`src/rtl/gray_pkg.sv`:
```
// Shared constants, tracker state encoding and a Gray-to-binary reference
// function for the Gray-count decoder.
package gray_pkg;

    localparam int DEF_WIDTH  = 32;
    localparam int DEF_STAGES = 4;
    localparam int DEF_ERRW   = 16;

    typedef enum logic {
        IDLE  = 1'b0,
        TRACK = 1'b1
    } state_t;

    // Plain serial prefix-XOR, kept only as a reference model for the bench.
    function automatic logic [DEF_WIDTH-1:0] gray2bin(input logic [DEF_WIDTH-1:0] gv);
        logic [DEF_WIDTH-1:0] bv;
        bv[DEF_WIDTH-1] = gv[DEF_WIDTH-1];
        for (int i = DEF_WIDTH - 2; i >= 0; i--) begin
            bv[i] = bv[i+1] ^ gv[i];
        end
        return bv;
    endfunction

endpackage

```
`src/rtl/gray2bin_stage.sv`:
```
// One registered stage of the Gray-to-binary pipeline: resolves bits HI..LO
// using the already-decoded bit HI+1 (or nothing, for the MSB chunk).
module gray2bin_stage #(
    parameter int WIDTH = 32,
    parameter int LO    = 24,
    parameter int HI    = 31
) (
    input  logic             clk,
    input  logic             reset,
    input  logic             in_valid,
    input  logic [WIDTH-1:0] in_word,
    output logic             out_valid,
    output logic [WIDTH-1:0] out_word
);

    logic             carry_in;
    logic [WIDTH-1:0] word_d;

    if (HI == WIDTH - 1) begin : g_top_chunk
        assign carry_in = 1'b0;
    end else begin : g_inner_chunk
        assign carry_in = in_word[HI+1];
    end

    always_comb begin
        logic acc;
        word_d = in_word;
        acc    = carry_in;
        for (int i = HI; i >= LO; i--) begin
            acc       = acc ^ in_word[i];
            word_d[i] = acc;
        end
    end

    // The word only loads on valid, so the final stage holds its last value.
    always_ff @(posedge clk) begin
        if (reset) begin
            out_valid <= 1'b0;
            out_word  <= '0;
        end else begin
            out_valid <= in_valid;
            if (in_valid) begin
                out_word <= word_d;
            end
        end
    end

endmodule

```
`src/rtl/gray_count_decoder.sv`:
```
// Pipelined Gray-to-binary decoder with a step checker that flags any
// decoded step other than +0 or +1 (modulo 2^WIDTH).
module gray_count_decoder
    import gray_pkg::*;
#(
    parameter int WIDTH  = DEF_WIDTH,
    parameter int STAGES = DEF_STAGES,
    parameter int ERRW   = DEF_ERRW
) (
    input  logic             clk,
    input  logic             reset,
    input  logic             g_valid,
    input  logic [WIDTH-1:0] g,
    input  logic             resync,
    input  logic             clr_err,
    output logic             b_valid,
    output logic [WIDTH-1:0] b,
    output logic             chk_valid,
    output logic             chk_ok,
    output logic             chk_hold,
    output logic             err_flag,
    output logic [ERRW-1:0]  err_cnt,
    output logic             tracking
);

    localparam int CHUNK = WIDTH / STAGES;
    localparam logic [ERRW-1:0] ERR_MAX = {ERRW{1'b1}};

    logic [STAGES:0][WIDTH-1:0] pipe_word;
    logic [STAGES:0]            pipe_valid;

    assign pipe_word[0]  = g;
    assign pipe_valid[0] = g_valid;

    for (genvar k = 0; k < STAGES; k++) begin : g_stage
        gray2bin_stage #(
            .WIDTH (WIDTH),
            .LO    (WIDTH - (k + 1) * CHUNK),
            .HI    (WIDTH - 1 - k * CHUNK)
        ) u_stage (
            .clk       (clk),
            .reset     (reset),
            .in_valid  (pipe_valid[k]),
            .in_word   (pipe_word[k]),
            .out_valid (pipe_valid[k+1]),
            .out_word  (pipe_word[k+1])
        );
    end

    assign b_valid = pipe_valid[STAGES];
    assign b       = pipe_word[STAGES];

    state_t           state_q, state_d;
    logic [WIDTH-1:0] prev_q, prev_d;
    logic [WIDTH-1:0] delta;
    logic             chk_valid_d, chk_ok_d, chk_hold_d, step_err;

    assign delta    = b - prev_q;
    assign tracking = (state_q == TRACK);

    // resync wins over a coincident b_valid: that sample is neither checked
    // nor used as the reference.
    always_comb begin
        state_d     = state_q;
        prev_d      = prev_q;
        chk_valid_d = 1'b0;
        chk_ok_d    = 1'b0;
        chk_hold_d  = 1'b0;
        step_err    = 1'b0;
        if (resync) begin
            state_d = IDLE;
        end else if (b_valid) begin
            prev_d = b;
            case (state_q)
                IDLE: begin
                    state_d = TRACK;
                end
                TRACK: begin
                    chk_valid_d = 1'b1;
                    if (delta == WIDTH'(1)) begin
                        chk_ok_d = 1'b1;
                    end else if (delta == '0) begin
                        chk_hold_d = 1'b1;
                    end else begin
                        step_err = 1'b1;
                    end
                end
                default: state_d = IDLE;
            endcase
        end
    end

    always_ff @(posedge clk) begin
        if (reset) begin
            state_q   <= IDLE;
            prev_q    <= '0;
            chk_valid <= 1'b0;
            chk_ok    <= 1'b0;
            chk_hold  <= 1'b0;
            err_flag  <= 1'b0;
            err_cnt   <= '0;
        end else begin
            state_q   <= state_d;
            prev_q    <= prev_d;
            chk_valid <= chk_valid_d;
            chk_ok    <= chk_ok_d;
            chk_hold  <= chk_hold_d;
            // A clear takes effect before an error detected in the same cycle.
            if (clr_err) begin
                err_flag <= step_err;
                err_cnt  <= step_err ? ERRW'(1) : '0;
            end else if (step_err) begin
                err_flag <= 1'b1;
                if (err_cnt != ERR_MAX) begin
                    err_cnt <= err_cnt + ERRW'(1);
                end
            end
        end
    end

endmodule

```
`config.mk`:
```
export PLATFORM = sky130hd
export DESIGN_NAME = gray_count_decoder
export DESIGN_NICKNAME = d
export VERILOG_FILES = /design/src/rtl/gray_pkg.sv /design/src/rtl/gray2bin_stage.sv /design/src/rtl/gray_count_decoder.sv
export SDC_FILE = /design/constraint.sdc
export NUM_CORES = 1
export LEC_CHECK = 0
export CAP_MARGIN = 40
export CORE_ASPECT_RATIO = 1.25
export CORE_UTILIZATION = 59
export DETAILED_ROUTE_END_ITERATION = 8
export GPL_TIMING_DRIVEN = 1
export MAX_ROUTING_LAYER = met4
export PLACE_DENSITY = 0.91
export SLEW_MARGIN = 20
export SYNTH_ARGS = -nofsm -noshare
export SYNTH_HDL_FRONTEND = slang
export SYNTH_HIERARCHICAL = 1
export SYNTH_SLANG_ARGS = --single-unit
```
`constraint.sdc`:
```
create_clock -name clk -period 4.2 [get_ports clk]
set_input_delay 0.63 -clock clk [delete_from_list [all_inputs] [get_ports clk]]
set_output_delay 0.63 -clock clk [all_outputs]
set_load 0.005 [all_outputs]
```
==> flow_metrics.env <==
export IMPL_synth_seq_area_share_pct=36.0
export IMPL_die_h_um=150
export IMPL_synth_cells=1178
export IMPL_slew_viol_final=0
export IMPL_cts_setup_buffers=0
export IMPL_maxSlewHeadroom_pct=44.6
export IMPL_power_density_nw_per_um2=342
export IMPL_end_kind="flop"
export IMPL_placed_area_um2=11200
export IMPL_status="finished clean"
export IMPL_ios=91
export IMPL_die_area_um2=18000
export IMPL_synth_simple_area_share_pct=20.6
export IMPL_area_growth_pct=15.4
export IMPL_ant_nets=0
export IMPL_ys_warn_count=6
export IMPL_synthArstFlopShare_pct=0
export IMPL_hold_buffers=0
export IMPL_synth_area_leaders="dfxtp_1, mux2i_1, nor2_1"
export IMPL_cts_tree="done"
export IMPL_reg2reg_from="g_stage[3].u_stage/out_word[0]$_SDFFE_PP0P_"
export IMPL_place_ws_ps=303
export IMPL_synth_compound_area_share_pct=15.2
export IMPL_rsz0062_at_grt="no"
export IMPL_num_rows=53
export IMPL_slowest_delay_ps=650
export IMPL_syn_area_um2=10300
export IMPL_setup_tns_ps=0
export IMPL_hold_path_class="input pin to flop"
export IMPL_synth_top_area_share_pct=36.0
export IMPL_clock_sinks=185
export IMPL_ys_flop_type="dfxtp_1"
export IMPL_grt_max_degree=83
export IMPL_fin_ws_ps=272
export IMPL_r2r_slack_ps=270
export IMPL_via_per_inst=6.07
export IMPL_synth_xor_area_share_pct=6.64
export IMPL_cp_endpoint="err_cnt[0]$_SDFFE_PP0P_"
export IMPL_numCtsBuffers=17
export IMPL_core_um2=16900
export IMPL_die_w_um=120
export IMPL_diodes=0
export IMPL_critPathLaunchType="flop"
export IMPL_syn_area_per_cell_um2=8.72
export IMPL_ys_types=82
export IMPL_drive_gt1_share_pct=7.83
export IMPL_cts_root_buf="clkbuf_16"
export IMPL_grt_usage_pct=31.5
export IMPL_maxCapViolCount=0
export IMPL_synthMuxAreaShare_pct=12.0
export IMPL_antenna_found_initial=0
export IMPL_slowest_stage="or4_2"
export IMPL_design_area_um2=11900
export IMPL_synth_edf_count=0
export IMPL_clkTransAtPathRegs_ps=70
export IMPL_critPathMaxFanout=27
export IMPL_drc_errors=0
export IMPL_grt_pass1_wl_um=43100
export IMPL_whs_ps=422
export IMPL_drt_iter0_drc=657
export IMPL_skew_ps=20.7
export IMPL_fmax_ghz=0.255
export IMPL_critPathArrivalTime_ps=4250
export IMPL_holdPathStages=2
export IMPL_final_nets=1308
export IMPL_ir_worst_vdd_mv=0.298
export IMPL_setup_violations=0
export IMPL_p_leak_nw=4.69
export IMPL_cts_resized=0
export IMPL_setup_worst_path_start="g_stage[3].u_stage/out_word[0]$_SDFFE_PP0P_"
export IMPL_initial_utilization_pct=60.8
export IMPL_ys_seq_elements=185
export IMPL_grt_pass1_vias=8381
export IMPL_yosysTopAreaCell="dfxtp_1"
export IMPL_worst_pin_slew_ps=822
export IMPL_fin_crit_ps=3930
export IMPL_rr_worst_depth=14
export IMPL_synth_fa_ha_area_share_pct=4.09
export IMPL_synth_nets=1248
export IMPL_finalHoldViolCount=0
export IMPL_reg2reg_to="err_cnt[0]$_SDFFE_PP0P_"
export IMPL_cp_required_ps=4520
export IMPL_crit_chain="inv_1, ha_1, fa_1, nand2b_1, a21o_1, a2111o_1, a211oi_2, o211ai_2, nor4b_1, o2111ai_2, nor4_4, buf_4, or4_2, o41ai_2"
export IMPL_overflow=0
export IMPL_cts_htree_levels=4
export IMPL_vias=8923
export IMPL_gp_congestion=0.990
export IMPL_dr_pass1_iters=5
export IMPL_fin_crit_sh_pct=93.5
export IMPL_clock_latency_ps=440
export IMPL_dpl_hpwl_um=19600
export IMPL_wire_per_inst_um=18.6
export IMPL_ctsLongestPathBuffers=2
export IMPL_synth_top_family_by_area="simple AND/OR/NAND/NOR gates"
export IMPL_routed_wl_um=27400
export IMPL_path_class="flop to flop"
export IMPL_io_buffer_count=90
-- area by class of cell --
class	count	area, um2
clock buffers	19	443
clock inverters	13	158
fillers	1201	5050
inverters	47	176
multi-input cells	879	6020
flip-flops and latches	185	3710
well taps	220	275
repair buffers	108	1070
-- flip-flops by register name (all words and copies together), names as in the netlist --
name                       count
err_flag                       1
tracking                       1
chk_valid                      1
prev_q                        32
chk_ok                         1
chk_hold                       1
g_stage.u_stage/out_word     128
g_stage.u_stage/out_valid      4
err_cnt                       16
-- kinds of logic after synthesis --
| group | Yosys count |
|---|---|
| adder cells (fa/ha/maj) | 33 |
| flip-flops | 185 |
| AO/OA/AOI/OAI | 229 |
| XOR/XNOR | 53 |
| buffers and inverters | 114 |
| AND/OR/NAND/NOR | 441 |
| multiplexers | 123 |
-- worst max-delay path, delay by kind of cell (launching register included) --
kind | cells | cell delay (ps)
AND/OR/NAND/NOR | 4 | 1070
AO/OA/AOI/OAI | 6 | 1470
buffers and inverters | 2 | 290
adder cells (fa/ha/maj) | 2 | 610
flip-flops | 1 | 370
-- synthesized netlist by cell type (all sizes together), types with 4 or more instances --
| master | n |
|---|---|
| nand2b | 9 |
| nor4 | 12 |
| o21ai | 22 |
| a211o | 4 |
| o22ai | 6 |
| nor3 | 12 |
| a31oi | 6 |
| or2 | 4 |
| o211ai | 13 |
| o2111ai | 5 |
| o21a | 15 |
| nor2 | 164 |
| nor4b | 7 |
| dfxtp | 185 |
| and3 | 7 |
| buf | 28 |
| ha | 32 |
| mux2i | 122 |
| nor4bb | 4 |
| clkbuf | 39 |
| inv | 47 |
| xnor2 | 27 |
| a211oi | 30 |
| or3 | 17 |
| nand4 | 22 |
| a21boi | 4 |
| a21oi | 80 |
| o221ai | 5 |
| nand3 | 15 |
| xnor3 | 7 |
| nor2b | 6 |
| o31ai | 7 |
| a21o | 13 |
| or4 | 15 |
| xor2 | 16 |
| and2 | 7 |
| nand2 | 128 |
-- metal layers --
| layer | global-route usage, % | vias up | share of wire [%] | wire (um) |
|---|---|---|---|---|
| met5 | - | - | 0 | 0 |
| met4 | 12.8 | 0 | 2.8 | 757 |
| met3 | 5.07 | 57 | 5.4 | 1480 |
| met2 | 53.8 | 316 | 51 | 13900 |
| met1 | 36.8 | 4236 | 41 | 11200 |
| li1 | - | 4314 | - | - |
-- how the worst min path moves through the flow --
| stage | start | end | slack (ps) |
|---|---|---|---|
| finish | reset | g_stage[0].u_stage/out_valid$_SDFF_PP0_ | 420 |
| global route | reset | g_stage[0].u_stage/out_valid$_SDFF_PP0_ | 420 |
| CTS | prev_q[30]$_SDFFE_PP0P_ | prev_q[30]$_SDFFE_PP0P_ | 460 |
| detailed placement | prev_q[23]$_SDFFE_PP0P_ | prev_q[23]$_SDFFE_PP0P_ | 450 |
| global placement | prev_q[8]$_SDFFE_PP0P_ | prev_q[8]$_SDFFE_PP0P_ | 440 |
| floorplan | prev_q[10]$_SDFFE_PP0P_ | prev_q[10]$_SDFFE_PP0P_ | 440 |
-- layout by cell type, fill, tap and decap left out, drive strengths merged, types with 19 or more instances in the layout --
| cell | instances |
|---|---|
| a211oi | 30 |
| a21oi | 80 |
| buf | 20 |
| clkbuf | 19 |
| clkdlybuf4s50 | 88 |
| dfxtp | 185 |
| ha | 32 |
| inv | 53 |
| mux2i | 122 |
| nand2 | 128 |
| nand4 | 22 |
| nor2 | 164 |
| o21ai | 22 |
| xnor2 | 27 |
-- stage by stage --
step | utilization, % | std cells | total power [mW]
2_1_floorplan | - | 1178 | 2.30
3_3_place_gp | 66.2 | 1436 | 2.43
3_5_place_dp | 66.4 | 1438 | 2.44
4_1_cts | 69.9 | 1470 | 4.06
5_1_grt | 70.1 | 1471 | 4.18
6_report | 70.1 | 1471 | 4.05
-- where the power goes --
part,switching (mW),total [mW],internal (mW)
Combinational,0.308,0.580,0.272
Sequential,0.0395,1.84,1.80
Clock,0.721,1.63,0.911
Total,1.07,4.05,2.98
(Power assumes the default switching activity.)
